===== config.mk =====
export PLATFORM = sky130hd
export DESIGN_NAME = snl_turn_controller_flat
export DESIGN_NICKNAME = d
export VERILOG_FILES = /design/src/rtl/snl_turn_controller_if.sv /design/src/rtl/snl_turn_controller.sv /design/src/flat_wrapper.sv
export SDC_FILE = /design/constraint.sdc
export NUM_CORES = 1
export LEC_CHECK = 0
export ABC_AREA = 0
export CAP_MARGIN = 20
export CORE_MARGIN = 2
export CORE_UTILIZATION = 50
export DETAILED_ROUTE_END_ITERATION = 8
export PLACE_DENSITY = 0.76
export SLEW_MARGIN = 20
export SYNTH_ARGS = -nofsm -noshare
export SYNTH_HDL_FRONTEND = slang
export SYNTH_SLANG_ARGS = --single-unit

===== constraint.sdc =====
create_clock -name clock -period 5.7 [get_ports clock]
set_input_delay 1.14 -clock clock [delete_from_list [all_inputs] [get_ports clock]]
set_output_delay 1.14 -clock clock [all_outputs]
set_load 0.02 [all_outputs]

===== src/rtl/snl_turn_controller_if.sv =====
`default_nettype none
// ---------------------------------------------------------------------------
// Module   : snl_turn_controller_if
// Purpose  : Bundles the roll/dice inputs, the board-ROM query pair and the
//            game-state outputs of the Snakes-and-Ladders turn controller.
// Revision : 1.0  initial release
// ---------------------------------------------------------------------------
interface snl_turn_controller_if;
  // Environment -> controller
  logic        roll_req;
  logic [3:0]  dice_value;
  logic [6:0]  sq_dest;
  // Controller -> environment
  logic [6:0]  sq_query;
  logic [1:0]  cur_player;
  logic [27:0] positions;
  logic [3:0]  dice_latched;
  logic        busy;
  logic        turn_done;
  logic        invalid_roll;
  logic        winner_valid;
  logic [1:0]  winner_id;

  // Environment side: keys, dice generator, board ROM, display
  modport master (
    output roll_req, dice_value, sq_dest,
    input  sq_query, cur_player, positions, dice_latched,
    input  busy, turn_done, invalid_roll, winner_valid, winner_id
  );

  // Controller side
  modport slave (
    input  roll_req, dice_value, sq_dest,
    output sq_query, cur_player, positions, dice_latched,
    output busy, turn_done, invalid_roll, winner_valid, winner_id
  );
endinterface
`default_nettype wire


===== src/rtl/snl_turn_controller.sv =====
`default_nettype none
// ---------------------------------------------------------------------------
// Module   : snl_turn_controller
// Purpose  : Round-robin turn sequencer: latches a dice roll, advances the
//            current player, resolves snakes/ladders via the board ROM,
//            commits the square and flags the winner.
// Revision : 1.0  initial release
// ---------------------------------------------------------------------------
module snl_turn_controller #(
  parameter int NUM_PLAYERS  = 2,
  parameter int BOARD_MAX    = 100,
  parameter int EXACT_FINISH = 1,
  parameter int SIX_REPEAT   = 1
) (
  input  logic                 clock,
  input  logic                 reset,
  snl_turn_controller_if.slave bus
);

  localparam logic [7:0] C_BMAX8  = 8'(BOARD_MAX);
  localparam logic [6:0] C_BMAX7  = 7'(BOARD_MAX);
  localparam logic [1:0] C_LAST_P = 2'(NUM_PLAYERS - 1);

  typedef enum logic [2:0] {
    S_IDLE   = 3'd0,
    S_MOVE   = 3'd1,
    S_LOOKUP = 3'd2,
    S_COMMIT = 3'd3,
    S_WIN    = 3'd4
  } state_t;

  state_t      state_q;
  logic        roll_q;
  logic [6:0]  pos_q [0:3];
  logic [1:0]  cur_q;
  logic [3:0]  dl_q;
  logic [6:0]  sq_q;      // doubles as the move target once MOVE completes
  logic [6:0]  fin_q;
  logic        td_q;
  logic        inv_q;
  logic        winv_q;
  logic [1:0]  wid_q;

  logic [7:0]  sum_d;
  logic [6:0]  tgt_d;
  logic [6:0]  fin_d;
  logic        edge_d;
  logic        dice_ok_d;

  // Move arithmetic, ROM destination validation and roll-edge qualification
  always_comb begin
    sum_d     = {1'b0, pos_q[cur_q]} + {4'd0, dl_q};
    tgt_d     = sum_d[6:0];
    if (sum_d > C_BMAX8) begin
      tgt_d = (EXACT_FINISH != 0) ? pos_q[cur_q] : C_BMAX7;
    end
    fin_d     = ((bus.sq_dest != 7'd0) && (bus.sq_dest <= C_BMAX7)) ? bus.sq_dest : sq_q;
    edge_d    = bus.roll_req & ~roll_q;
    dice_ok_d = (bus.dice_value >= 4'd1) && (bus.dice_value <= 4'd6);
  end

  // Turn state machine with registered outputs
  always_ff @(posedge clock or posedge reset) begin
    if (reset) begin
      state_q <= S_IDLE;
      roll_q  <= 1'b0;
      for (int i = 0; i < 4; i++) pos_q[i] <= 7'd1;
      cur_q   <= 2'd0;
      dl_q    <= 4'd0;
      sq_q    <= 7'd0;
      fin_q   <= 7'd0;
      td_q    <= 1'b0;
      inv_q   <= 1'b0;
      winv_q  <= 1'b0;
      wid_q   <= 2'd0;
    end else begin
      roll_q <= bus.roll_req;
      td_q   <= 1'b0;
      inv_q  <= 1'b0;
      case (state_q)
        S_IDLE: begin
          if (edge_d) begin
            if (dice_ok_d) begin
              dl_q    <= bus.dice_value;
              state_q <= S_MOVE;
            end else begin
              inv_q <= 1'b1;
            end
          end
        end
        S_MOVE: begin
          sq_q    <= tgt_d;
          state_q <= S_LOOKUP;
        end
        S_LOOKUP: begin
          fin_q   <= fin_d;
          state_q <= S_COMMIT;
        end
        S_COMMIT: begin
          pos_q[cur_q] <= fin_q;
          td_q         <= 1'b1;
          if (fin_q == C_BMAX7) begin
            winv_q  <= 1'b1;
            wid_q   <= cur_q;
            state_q <= S_WIN;
          end else begin
            // A six keeps the turn with the same player when enabled
            if (!((SIX_REPEAT != 0) && (dl_q == 4'd6))) begin
              cur_q <= (cur_q == C_LAST_P) ? 2'd0 : cur_q + 2'd1;
            end
            state_q <= S_IDLE;
          end
        end
        S_WIN: begin
          state_q <= S_WIN;
        end
        default: state_q <= S_IDLE;
      endcase
    end
  end

  assign bus.sq_query     = sq_q;
  assign bus.cur_player   = cur_q;
  assign bus.positions    = {pos_q[3], pos_q[2], pos_q[1], pos_q[0]};
  assign bus.dice_latched = dl_q;
  assign bus.busy         = (state_q != S_IDLE) && (state_q != S_WIN);
  assign bus.turn_done    = td_q;
  assign bus.invalid_roll = inv_q;
  assign bus.winner_valid = winv_q;
  assign bus.winner_id    = wid_q;

endmodule
`default_nettype wire


===== src/flat_wrapper.sv =====
// flat-port wrapper written by rule: the top's interface ports become plain ports
module snl_turn_controller_flat 
#(
  parameter int NUM_PLAYERS  = 2,
  parameter int BOARD_MAX    = 100,
  parameter int EXACT_FINISH = 1,
  parameter int SIX_REPEAT   = 1
)
  (clock, reset, bus_roll_req, bus_dice_value, bus_sq_dest, bus_sq_query, bus_cur_player, bus_positions, bus_dice_latched, bus_busy, bus_turn_done, bus_invalid_roll, bus_winner_valid, bus_winner_id);
  snl_turn_controller_if bus_i ();
  input  logic clock;
  input  logic reset;
  input wire logic [$bits(bus_i.roll_req)-1:0] bus_roll_req;
  input wire logic [$bits(bus_i.dice_value)-1:0] bus_dice_value;
  input wire logic [$bits(bus_i.sq_dest)-1:0] bus_sq_dest;
  output wire logic [$bits(bus_i.sq_query)-1:0] bus_sq_query;
  output wire logic [$bits(bus_i.cur_player)-1:0] bus_cur_player;
  output wire logic [$bits(bus_i.positions)-1:0] bus_positions;
  output wire logic [$bits(bus_i.dice_latched)-1:0] bus_dice_latched;
  output wire logic [$bits(bus_i.busy)-1:0] bus_busy;
  output wire logic [$bits(bus_i.turn_done)-1:0] bus_turn_done;
  output wire logic [$bits(bus_i.invalid_roll)-1:0] bus_invalid_roll;
  output wire logic [$bits(bus_i.winner_valid)-1:0] bus_winner_valid;
  output wire logic [$bits(bus_i.winner_id)-1:0] bus_winner_id;
  assign bus_i.roll_req = bus_roll_req;
  assign bus_i.dice_value = bus_dice_value;
  assign bus_i.sq_dest = bus_sq_dest;
  assign bus_sq_query = bus_i.sq_query;
  assign bus_cur_player = bus_i.cur_player;
  assign bus_positions = bus_i.positions;
  assign bus_dice_latched = bus_i.dice_latched;
  assign bus_busy = bus_i.busy;
  assign bus_turn_done = bus_i.turn_done;
  assign bus_invalid_roll = bus_i.invalid_roll;
  assign bus_winner_valid = bus_i.winner_valid;
  assign bus_winner_id = bus_i.winner_id;
  snl_turn_controller #(.NUM_PLAYERS(NUM_PLAYERS), .BOARD_MAX(BOARD_MAX), .EXACT_FINISH(EXACT_FINISH), .SIX_REPEAT(SIX_REPEAT)) u_core (.clock(clock), .reset(reset), .bus(bus_i));
endmodule

==> results.txt, run 1 <==
----------------------------------------------------
[Hold path]
  Worst Hold Path Cells ... 1
  Min-Delay Endpoint ... u_core.bus.winner_valid
  Worst hold path class ... reg2reg
  Beginning of the worst hold path ... u_core.bus.winner_valid

[Worst setup path]
  Type of destination of the critical path ... register
  Arrival @ worst endpoint ... 3800 ps
  Required time reported for the critical path endpoint ... 5950 ps
  Crit Path Category ... reg2reg
  Reg-to-reg startpoint ... u_core.bus.cur_player[0]
  Setup slack of the most critical reg-to-reg path ... 2150 ps
  Critical path startpoint category ... register
  Worst reg2reg path depth ... 10
  Reg-to-reg critical path endpoint ... u_core.bus.sq_query[1]
  Maximum fanout encountered on the critical timing path ... 15

[Detailed routing]
  Number of iterations in the first detailed-routing pass ... 4
  Iter 0 DRT Violations ... 133
  Count of vias placed by the detailed router ... 2,205
  Total wire length after detailed routing ... 6660 um
  Number of design rule violations left after detail routing ... 0
  Wire length per cell after detailed routing ... 17.3 um
  Remaining antenna violation count after routing ... 0
  Routed vias/inst ... 5.71

[STA]
  Unrepaired setup endpoints after global routing ... false
  Sum Neg Setup Slack ... 0 ps
  Worst clock skew on the final layout ... 9.33 ps
  Fin. max-slew vios ... 0
  Fin Hold WS ... 493 ps
  Pin slew with the least headroom to its limit ... 693 ps
  Worst slew margin ... 53.8%
  Highest clock frequency the design can meet ... 281 MHz
  Final Cycle Share ... 62.3%
  Number of endpoints failing setup at the final stage ... 0
  Final Hold Fails ... 0
  Final worst path period need ... 3550 ps

[Logic synthesis]
  Synth Area per Inst ... 11.8 sq um
  Gate count of the mapped netlist ... 241
  Post-synth EDFFs ... 0
  Most used DFF post-synth ... dfrtp_1
  Top cell types by occurrence after synthesis ... dfrtp_1 (53), mux2_2 (31), nand2_1 (20)
  Asr flop ratio synth ... 100%
  Largest family of logic cells by synthesized area ... multiplexers
  Cell variety after synth ... 51
  Post-synthesis share of cell area spent on xor and xnor gates ... 0.926%
  Most area-consuming cells after synthesis ... dfrtp_1 (47%), mux2_2 (12%), mux4_2 (4.8%)
  Count leader, synth ... dfrtp_1
  Compound-cell area share of the yosys netlist ... 11.9%
  Part of the Yosys area used for sequential elements ... 50.4%
  Share of synthesized cell area in and, or, nand and nor gates ... 12.3%
  Arithmetic-cell share of the synthesized area counting full adders, half adders and majority gates ... 2.47%
  Syn Nets ... 260
  Top-area cell type share of the netlist area ... 46.7%
  Synth warnings ... 0
  Share of cell area taken by muxes after synthesis ... 19.8%
  Syn Std Cell Area ... 0.00284 sq mm
  FF+latch count, synth ... 57
  Area leader, netlist ... dfrtp_1

[Finish]
  Final non-filler cell area ... 0.00370 sq mm
  Non-Filler Instances ... 386
  Layout cells sized above 1 ... 19.7%
  Fill cell instance count of the final layout ... 422
  Area added between synthesis and finish ... 30.3%
  Footprint of the flip-flops and latches ... 0.00143 sq mm
  Net total in the final layout ... 328
  Multi-input logic area ... 0.00135 sq mm
  Count of antenna diodes in the layout ... 0

[Global route]
  Vias in the first global route ... 2,223
  Global-route wire length before repair ... 11,000 um
  Number of antenna violations at the first check in global routing ... 0
  Sum of overflow across all layers after global routing ... 0
  Most congested layer reported by global routing ... met2
  Largest net degree at the start of global routing ... 58
  Global Route met3 Usage ... 6.36%
  GRT Resource Usage Total ... 23.5%
  Met1 Usage GRT ... 31.5%
  Met2 usage in global routing ... 36.3%

[Clock tree]
  # resized after CTS ... 0
  Number of hold-repair buffers added at the cts stage ... 0
  TritonCTS clock tree ... built
  Buffers inserted by post-CTS timing repair ... 0
  Number of buffers created by CTS ... 9
  Sink Count ... 57
  Clock latency at the later pin of the worst-skew pair ... 330 ps
  Maximum clock insertion buffer count ... 2
  CTS clock-pin slew for the worst setup and hold paths ... 60 ps
  Clk root buf ... clkbuf_8
  CTS H-Tree Depth ... 3

[Placed design]
  Final Wtd Congestion ... 0.842
  Half-perimeter wire length after detailed placement ... 4930 um
  # placed instances ... 370
  Placed inst area ... 0.00353 sq mm
  Number of buffers inserted by port buffering ... 60

[Floorplanning]
  Number of standard-cell rows in the floorplan ... 27
  Core outline area ... 0.00551 sq mm
  Vertical die dimension ... 79.4 um
  Initial Util ... 51.6%
  I/O pin count ... 61
  Die Outline Area ... 0.00630 sq mm
  Die X ... 79.4 um

[Run]
  Max-capacitance violation count ... 0

[Power and ir drop]
  Lkg Pwr ... 0.00161 uW
  IR drop worst, VDD ... 0.277 mV
  Power per Cell Area ... 535 mW/mm^2

[Status]
  Run status ... complete, no violations

----------------------------------------------------
[power by group]
part | internal [uW] | switching (uW) | total (uW)
logic | 457 | 513 | 970
registers | 532 | 147 | 679
clock network | 179 | 151 | 330
[cell type report]
| cell class | instances | area share [%] |
|---|---|---|
| well taps | 72 | 2.43 |
| clock inverters | 3 | 0.406 |
| flip-flops and latches | 57 | 38.7 |
| multi-input cells | 168 | 36.4 |
| inverters | 11 | 1.12 |
| repair buffers | 62 | 16.6 |
| clock buffers | 13 | 4.29 |
[critical path, cell delays in order, from the launching register on]
cell	delay, ps
dfrtp_1	730
mux4_2	610
ha_1	230
inv_1	80
fa_1	210
xor2_1	210
a21o_1	130
o211ai_1	230
o2111a_1	370
or4_1	510
a31oi_1	170
[cell usage in the layout (no fill, tap or decap), types with 5 or more instances in the layout]
cell	count
a21oi_1	5
clkbuf_8	11
clkdlybuf4s50_1	60
dfrtp_1	53
inv_1	10
mux2_2	31
mux4_2	6
nand2_1	20
nand3_1	6
nor2_1	13
o21ai_0	8
o31ai_1	6
[registers in the layout (all words and copies together) (netlist names)]
register                 flops
u_core.bus.invalid_roll      1
u_core.bus.winner_valid      1
u_core.bus.sq_query          7
u_core.fin_q                 7
u_core.roll_q                1
u_core.bus.dice_latched      4
u_core.bus.positions        28
u_core.bus.winner_id         2
u_core.bus.cur_player        2
u_core.state_q               3
u_core.bus.turn_done         1
[logic make-up (layout without fill, tap and decap cells)]
| kind of cell | count (synthesis) | count (layout) |
|---|---|---|
| AND/OR/NAND/NOR | 69 | 69 |
| flip-flops | 57 | 57 |
| AO/OA/AOI/OAI | 48 | 48 |
| multiplexers | 43 | 43 |
| buffers and inverters | 16 | 89 |
| adder cells (fa/ha/maj) | 5 | 5 |
| XOR/XNOR | 3 | 3 |
[through the flow]
stage               util (%)  power (uW)  setup WS [ps]
global placement        64.0        1630           2260
floorplan                  -        1290           2080
detailed placement      64.0        1650           2170
CTS                     67.2        1990           2130
global route            67.2        2130           1880
finish                  67.2        1980           2150
[worst max path at each step]
stage	start	to
after floorplan	u_core.bus.cur_player[0]	u_core.bus.sq_query[1]
after global placement	u_core.bus.cur_player[0]	u_core.bus.sq_query[1]
after detailed placement	u_core.bus.cur_player[0]	u_core.bus.sq_query[1]
after CTS	u_core.bus.cur_player[0]	u_core.bus.sq_query[1]
after global routing	u_core.bus.cur_player[0]	u_core.bus.sq_query[1]
final	u_core.bus.cur_player[0]	u_core.bus.sq_query[1]
[routing by layer]
| layer | part of all wire (%) | vias up |
|---|---|---|
| li1 | - | 1041 |
| met1 | 45 | 1097 |
| met2 | 48 | 57 |
| met3 | 5.0 | 10 |
| met4 | 1.8 | 0 |
| met5 | 0 | - |
(Power assumes the default switching activity.)
==> run 2: changes to the inputs <==
CORE_UTILIZATION = 46   (was 50)
PLACE_DENSITY = 0.73   (was 0.76)
clock period = 3.1 ns   (was 5.7 ns; I/O delays follow)
==> run 2 against run 1 <==
  * Sequential power rose by 84%
  * Critical endpoint unchanged
  * First-iteration DRC count up 24%
  * Final cell count increased by 4.1%
  * Critical path depth decreased by 2
  * Final area increased by 6.0%
  * Non-clock buffer count rose by 13
  * Highest routed layer unchanged
  * Flip-flop and latch count did not move
==> results.txt, run 2 (synthesized netlist as in run 1, its figures left out) <==
----------------------------------------------------
[Status]
  Run status ... complete, no violations

[Clock tree]
  Maximum clock insertion buffer count ... 2 (unchanged)
  Clock latency at the later pin of the worst-skew pair ... 340 ps (about the same)
  CTS H-Tree Depth ... 3 (unchanged)
  Clk root buf ... clkbuf_8
  CTS clock-pin slew for the worst setup and hold paths ... 70 ps (about the same)
  TritonCTS clock tree ... built
  Number of hold-repair buffers added at the cts stage ... 0 (unchanged)
  Number of buffers created by CTS ... 9 (unchanged)
  Sink Count ... 57 (unchanged)

[Finish]
  Multi-input logic area ... 0.00144 sq mm (+7.1%)
  Layout cells sized above 1 ... 27.8% (+8.1 points)
  Area added between synthesis and finish ... 38.1%
  Final non-filler cell area ... 0.00392 sq mm (+6.0%)
  Count of antenna diodes in the layout ... 0 (unchanged)
  Non-Filler Instances ... 402 (+4.1%)
  Number of flip-flops under the largest register name ... 28 (unchanged)
  Most used cells in the layout excluding fill and tap cells ... clkdlybuf4s50_1 (60), dfrtp_1 (52), mux2_2 (31)
  Most common cell after layout, fill and taps aside ... clkdlybuf4s50_1
  Footprint of the flip-flops and latches ... 0.00143 sq mm (about the same)
  Core Util, Final ... 65.8% (-1.3 points)
  Net total in the final layout ... 341 (+4.0%)
  Fill cell instance count of the final layout ... 478 (+13%)

[Floorplanning]
  Core outline area ... 0.00596 sq mm (+8.2%)
  Number of standard-cell rows in the floorplan ... 28 (+3.7%)
  Initial Util ... 47.7% (-3.9 points)
  Die Outline Area ... 0.00682 sq mm (+8.3%)
  Vertical die dimension ... 82.6 um (+4.0%)
  I/O pin count ... 61 (unchanged)
  Die X ... 82.6 um (+4.0%)

[Global route]
  Global-route wire length before repair ... 11,600 um (+5.4%)
  Sum of overflow across all layers after global routing ... 0 (unchanged)
  Number of antenna violations at the first check in global routing ... 0 (unchanged)
  GRT Resource Usage Total ... 23.4% (-0.047 points)
  Largest net degree at the start of global routing ... 29 (-50%)
  Vias in the first global route ... 2,279 (+2.5%)

[Detailed routing]
  Wire length per cell after detailed routing ... 18.9 um (+9.6%)
  Remaining antenna violation count after routing ... 0 (unchanged)
  Iter 0 DRT Violations ... 165 (+24%)
  Routed vias/inst ... 5.81 (+1.8%)
  Total wire length after detailed routing ... 7600 um (+14%)
  Number of design rule violations left after detail routing ... 0 (unchanged)
  Number of iterations in the first detailed-routing pass ... 7 (+3)
  Count of vias placed by the detailed router ... 2,337 (+6.0%)

[Placed design]
  Final Wtd Congestion ... 0.951 (+13%)
  Half-perimeter wire length after detailed placement ... 5330 um (+8.2%)
  Post-Place Worst Slack ... 44.9 ps (-2120 ps)
  # placed instances ... 381 (+3.0%)
  Placed inst area ... 0.00361 sq mm (+2.3%)
  Number of buffers inserted by port buffering ... 60 (unchanged)

[Hold path]
  Worst hold path class ... reg2reg

[Worst setup path]
  Arrival @ worst endpoint ... 3360 ps (-440 ps)
  Maximum fanout encountered on the critical timing path ... 6 (-9)
  Required time reported for the critical path endpoint ... 3370 ps (-2580 ps)
  Crit Path Category ... reg2reg
  Type of destination of the critical path ... register
  Critical path startpoint category ... register

[STA]
  Worst clock skew on the final layout ... 11.3 ps (+1.94 ps)
  Final worst-path setup slack ... 10.1 ps (-2140 ps)
  Fin. max-slew vios ... 0 (unchanged)
  Final Cycle Share ... 99.7% (+37 points)
  Number of endpoints failing setup at the final stage ... 0 (unchanged)
  Pin slew with the least headroom to its limit ... 683 ps (-9.95 ps)
  Highest clock frequency the design can meet ... 324 MHz (+15%)
  Final worst path period need ... 3090 ps (-463 ps)
  Final Hold Fails ... 0 (unchanged)
  Worst slew margin ... 54.3% (+0.49 points)
  Unrepaired setup endpoints after global routing ... true

[Power and ir drop]
  Power per Cell Area ... 1040 mW/mm^2 (+94%)
  Design Power ... 4070 uW (+110%)
  IR drop worst, VDD ... 0.557 mV (+100%)
  Lkg Pwr ... 0.00168 uW (+4.6%)

[Run]
  Max-capacitance violation count ... 0 (unchanged)

----------------------------------------------------
run 2: per-stage QoR:
stage               hold slack [ps]  setup TNS, ps
floorplan                       507           -111
global placement                458              0
detailed placement              459              0
CTS                             479              0
global route                    501           -298
finish                          471              0
run 2: final timing paths:
kind,from,endpoint,slack (ps),depth (start not counted)
max,u_core.bus.cur_player[0],u_core.bus.sq_query[1],10,8
min,u_core.bus.winner_valid,u_core.bus.winner_valid,470,1
max reg2reg,u_core.bus.cur_player[0],u_core.bus.sq_query[1],10,8
min reg2reg,u_core.bus.winner_valid,u_core.bus.winner_valid,470,1
max in group asynchronous,reset,u_core.bus.winner_id[0],2030,3
min in group asynchronous,reset,u_core.bus.cur_player[0],540,2
run 2: area by class of cell:
cell class	count	share of cell area, %
clock inverter	3	0.383
sequential	57	36.5
timing repair buffer	75	18.5
multi-input combinational	168	36.8
inverter	11	1.05
tap	75	2.39
clock buffer	13	4.31
run 2: critical path, stage by stage (launching register included):
cell     delay [ps]
dfrtp_2         460
mux4_2          570
ha_1            390
nor2b_2         210
o21ai_2         230
nand2_2         130
o311a_4         370
or4_4           490
a31oi_4         160
run 2: layer usage:
metal | vias to the layer above | wire [um] | global-route usage (%)
met2 | 104 | 3600 | 36.2
met1 | 1145 | 3310 | 32.2
met4 | 0 | 182 | 6.72
li1 | 1066 | - | -
met5 | - | 0 | 0
met3 | 22 | 502 | 6.85
run 2: what timing repair did:
item,CTS,global route
buffers inserted,0,5
endpoints found under the setup margin,0,4
resized for setup,0,16
run 2: power breakdown:
| group | total [uW] | internal (uW) | leakage, uW | switching (uW) |
|---|---|---|---|---|
| Clock | 655 | 352 | 0.0000992 | 303 |
| Combinational | 2160 | 1040 | 0.000857 | 1120 |
| Sequential | 1250 | 979 | 0.000728 | 272 |
==> run 3: changes to the inputs <==
CORE_UTILIZATION = 50   (was 46)
PLACE_DENSITY = 0.76   (was 0.73)
clock period = 4 ns   (was 3.1 ns; I/O delays follow)
==> run 3 against run 2 <==
  * Core utilization increased by 1.9 points
  * Die area decreased by 7.6%
  * Critical path depth increased by 2
  * Sequential share of layout area increased by 1.8 points
  * Register-to-register slack improved by 370 ps
  * Via count decreased by 4.4%
  * Final cell count decreased by 3.7%
  * Critical endpoint unchanged
  * Largest power group unchanged
==> results.txt, run 3 (synthesized netlist as in run 1, its figures left out) <==
----------------------------------------------------
[Finish]
  Most common cell after layout, fill and taps aside ... clkdlybuf4s50_1
  Most used cells in the layout excluding fill and tap cells ... clkdlybuf4s50_1 (60), dfrtp_1 (53), mux2_2 (31)
  Net total in the final layout ... 329 (-3.5%)
  Count of antenna diodes in the layout ... 0 (unchanged)
  Number of flip-flops under the largest register name ... 28 (unchanged)
  Area added between synthesis and finish ... 31.4%
  Layout cells sized above 1 ... 20.6% (-7.2 points)
  Final non-filler cell area ... 0.00373 sq mm (-4.8%)

[Hold path]
  Min-Delay Endpoint ... u_core.bus.winner_id[1]
  Worst hold path class ... reg2reg
  Worst Hold Path Cells ... 1 (unchanged)
  Beginning of the worst hold path ... u_core.bus.winner_id[1]

[STA]
  Highest clock frequency the design can meet ... 276 MHz (-15%)
  Final Hold Fails ... 0 (unchanged)
  Final Cycle Share ... 90.5% (-9.2 points)
  Sum Neg Setup Slack ... 0 ps (unchanged)
  Number of endpoints failing setup at the final stage ... 0 (unchanged)
  Fin. max-slew vios ... 0 (unchanged)
  Unrepaired setup endpoints after global routing ... false
  Worst slew margin ... 54.5% (+0.17 points)
  Worst clock skew on the final layout ... 5.58 ps (-5.69 ps)
  Pin slew with the least headroom to its limit ... 680 ps (-2.54 ps)
  Final worst path period need ... 3620 ps (+530 ps)

[Worst setup path]
  Crit Path Category ... reg2reg
  Worst reg2reg path depth ... 10 (+2)
  Reg-to-reg startpoint ... u_core.bus.cur_player[0]
  Setup slack of the most critical reg-to-reg path ... 380 ps (+370 ps)
  Type of destination of the critical path ... register
  Critical path startpoint category ... register
  Reg-to-reg critical path endpoint ... u_core.bus.sq_query[1]
  Arrival @ worst endpoint ... 3870 ps (+510 ps)
  Worst setup startpoint ... u_core.bus.cur_player[0]
  Required time reported for the critical path endpoint ... 4250 ps (+880 ps)
  Maximum fanout encountered on the critical timing path ... 15 (+9)

[Detailed routing]
  Wire length per cell after detailed routing ... 17.5 um (-7.3%)
  Number of iterations in the first detailed-routing pass ... 4 (-3)
  Routed vias/inst ... 5.77 (-0.70%)
  Count of vias placed by the detailed router ... 2,234 (-4.4%)
  Number of design rule violations left after detail routing ... 0 (unchanged)
  Remaining antenna violation count after routing ... 0 (unchanged)
  Iter 0 DRT Violations ... 112 (-32%)
  Total wire length after detailed routing ... 6780 um (-11%)

[Clock tree]
  Clock latency at the later pin of the worst-skew pair ... 330 ps (about the same)
  Number of buffers created by CTS ... 9 (unchanged)
  Buffers inserted by post-CTS timing repair ... 0 (unchanged)
  TritonCTS clock tree ... built
  Clk root buf ... clkbuf_8
  Sink Count ... 57 (unchanged)
  CTS clock-pin slew for the worst setup and hold paths ... 60 ps (about the same)
  Maximum clock insertion buffer count ... 2 (unchanged)
  # resized after CTS ... 0 (unchanged)
  Number of hold-repair buffers added at the cts stage ... 0 (unchanged)
  CTS H-Tree Depth ... 3 (unchanged)

[Global route]
  Global-route wire length before repair ... 11,100 um (-4.8%)
  Sum of overflow across all layers after global routing ... 0 (unchanged)
  GRT Resource Usage Total ... 23.4% (-0.059 points)
  Vias in the first global route ... 2,240 (-1.7%)
  Largest net degree at the start of global routing ... 57 (+97%)
  Number of antenna violations at the first check in global routing ... 0 (unchanged)

[Placed design]
  Final Wtd Congestion ... 0.850 (-11%)
  Placed inst area ... 0.00354 sq mm (-2.0%)
  Half-perimeter wire length after detailed placement ... 4920 um (-7.7%)
  Number of buffers inserted by port buffering ... 60 (unchanged)

[Power and ir drop]
  Net Sw Power ... 1180 uW (-31%)
  Design Power ... 2890 uW (-29%)
  Int Power ... 1710 uW (-28%)
  Relative contribution of the clock network to total power ... 18.3% (+2.2 points)
  Net switching fraction of the power ... 40.8% (-0.95 points)
  IR drop worst, VDD ... 0.434 mV (-22%)
  Power per Cell Area ... 775 mW/mm^2 (-25%)
  Part of the power in combinational logic ... 48.1% (-5.0 points)
  Lkg Pwr ... 0.00162 uW (-3.6%)
  Proportion of power drawn by flip-flops and latches ... 33.6% (+2.8 points)

[Floorplanning]
  Die X ... 79.4 um (-3.9%)
  Core outline area ... 0.00551 sq mm (-7.5%)
  Initial Util ... 51.6% (+3.9 points)
  Vertical die dimension ... 79.4 um (-3.9%)
  I/O pin count ... 61 (unchanged)
  Die Outline Area ... 0.00630 sq mm (-7.6%)
  Number of standard-cell rows in the floorplan ... 27 (-3.6%)

[Run]
  Max-capacitance violation count ... 0 (unchanged)

[Status]
  Run status ... complete, no violations

----------------------------------------------------
[run 3: cell types whose count changed in the layout (fill, tap and decap cells not counted), moves of 2 or more]
cell and delta:
inv_2 -2, clkbuf_8 -2, buf_4 -11, o31ai_1 +2
[run 3: how the worst max path moves through the flow]
stage,endpoint
5_1_grt,u_core.bus.sq_query[1]
4_1_cts,u_core.bus.sq_query[1]
6_report,u_core.bus.sq_query[1]
3_5_place_dp,u_core.bus.sq_query[1]
2_1_floorplan,u_core.bus.sq_query[1]
3_3_place_gp,u_core.bus.sq_query[1]
[run 3: cell type report]
cell class,instances,area [sq um]
clock buffer,10,138
clock inverter,6,57.6
fill,417,1780
inverter,11,43.8
multi-input combinational,168,1350
sequential,57,1430
tap,72,90.1
timing repair buffer,63,623
[run 3: through the flow]
| step | utilization (%) | hold WS (ps) | setup slack [ps] | std cells |
|---|---|---|---|---|
| after floorplan | - | 507 | 382 | 241 |
| after global placement | 64.2 | 455 | 562 | 371 |
| after detailed placement | 64.2 | 470 | 483 | 371 |
| after CTS | 67.8 | 488 | 416 | 387 |
| after global routing | 67.8 | 501 | 161 | 387 |
| final | 67.8 | 484 | 380 | 387 |
[run 3: power by group through the flow]
stage,Sequential (uW),Clock (uW),Combinational [uW]
5_1_grt,1000,565,1520
4_1_cts,974,538,1380
3_3_place_gp,974,0,1350
2_1_floorplan,1040,0,803
6_report,972,528,1390
3_5_place_dp,979,0,1370
[run 3: worst max-delay path: stages, from the launching register on]
cell and delay, ps:
dfrtp_1 730, mux4_2 620, ha_1 240, inv_1 80
fa_1 210, xor2_1 220, a21o_1 130, o211ai_1 230
o2111a_1 370, or4_1 520, a31oi_1 190
[run 3: routing by layer]
layer / GRT usage (%) / share of wire (%) / routed length (um) / up-vias
met5: 0 / 0 / 0 / -
met4: 8.28 / 1.5 / 105 / 0
met3: 4.20 / 4.8 / 323 / 8
met2: 37.5 / 48 / 3280 / 68
met1: 32.1 / 45 / 3080 / 1118
li1: - / - / - / 1040
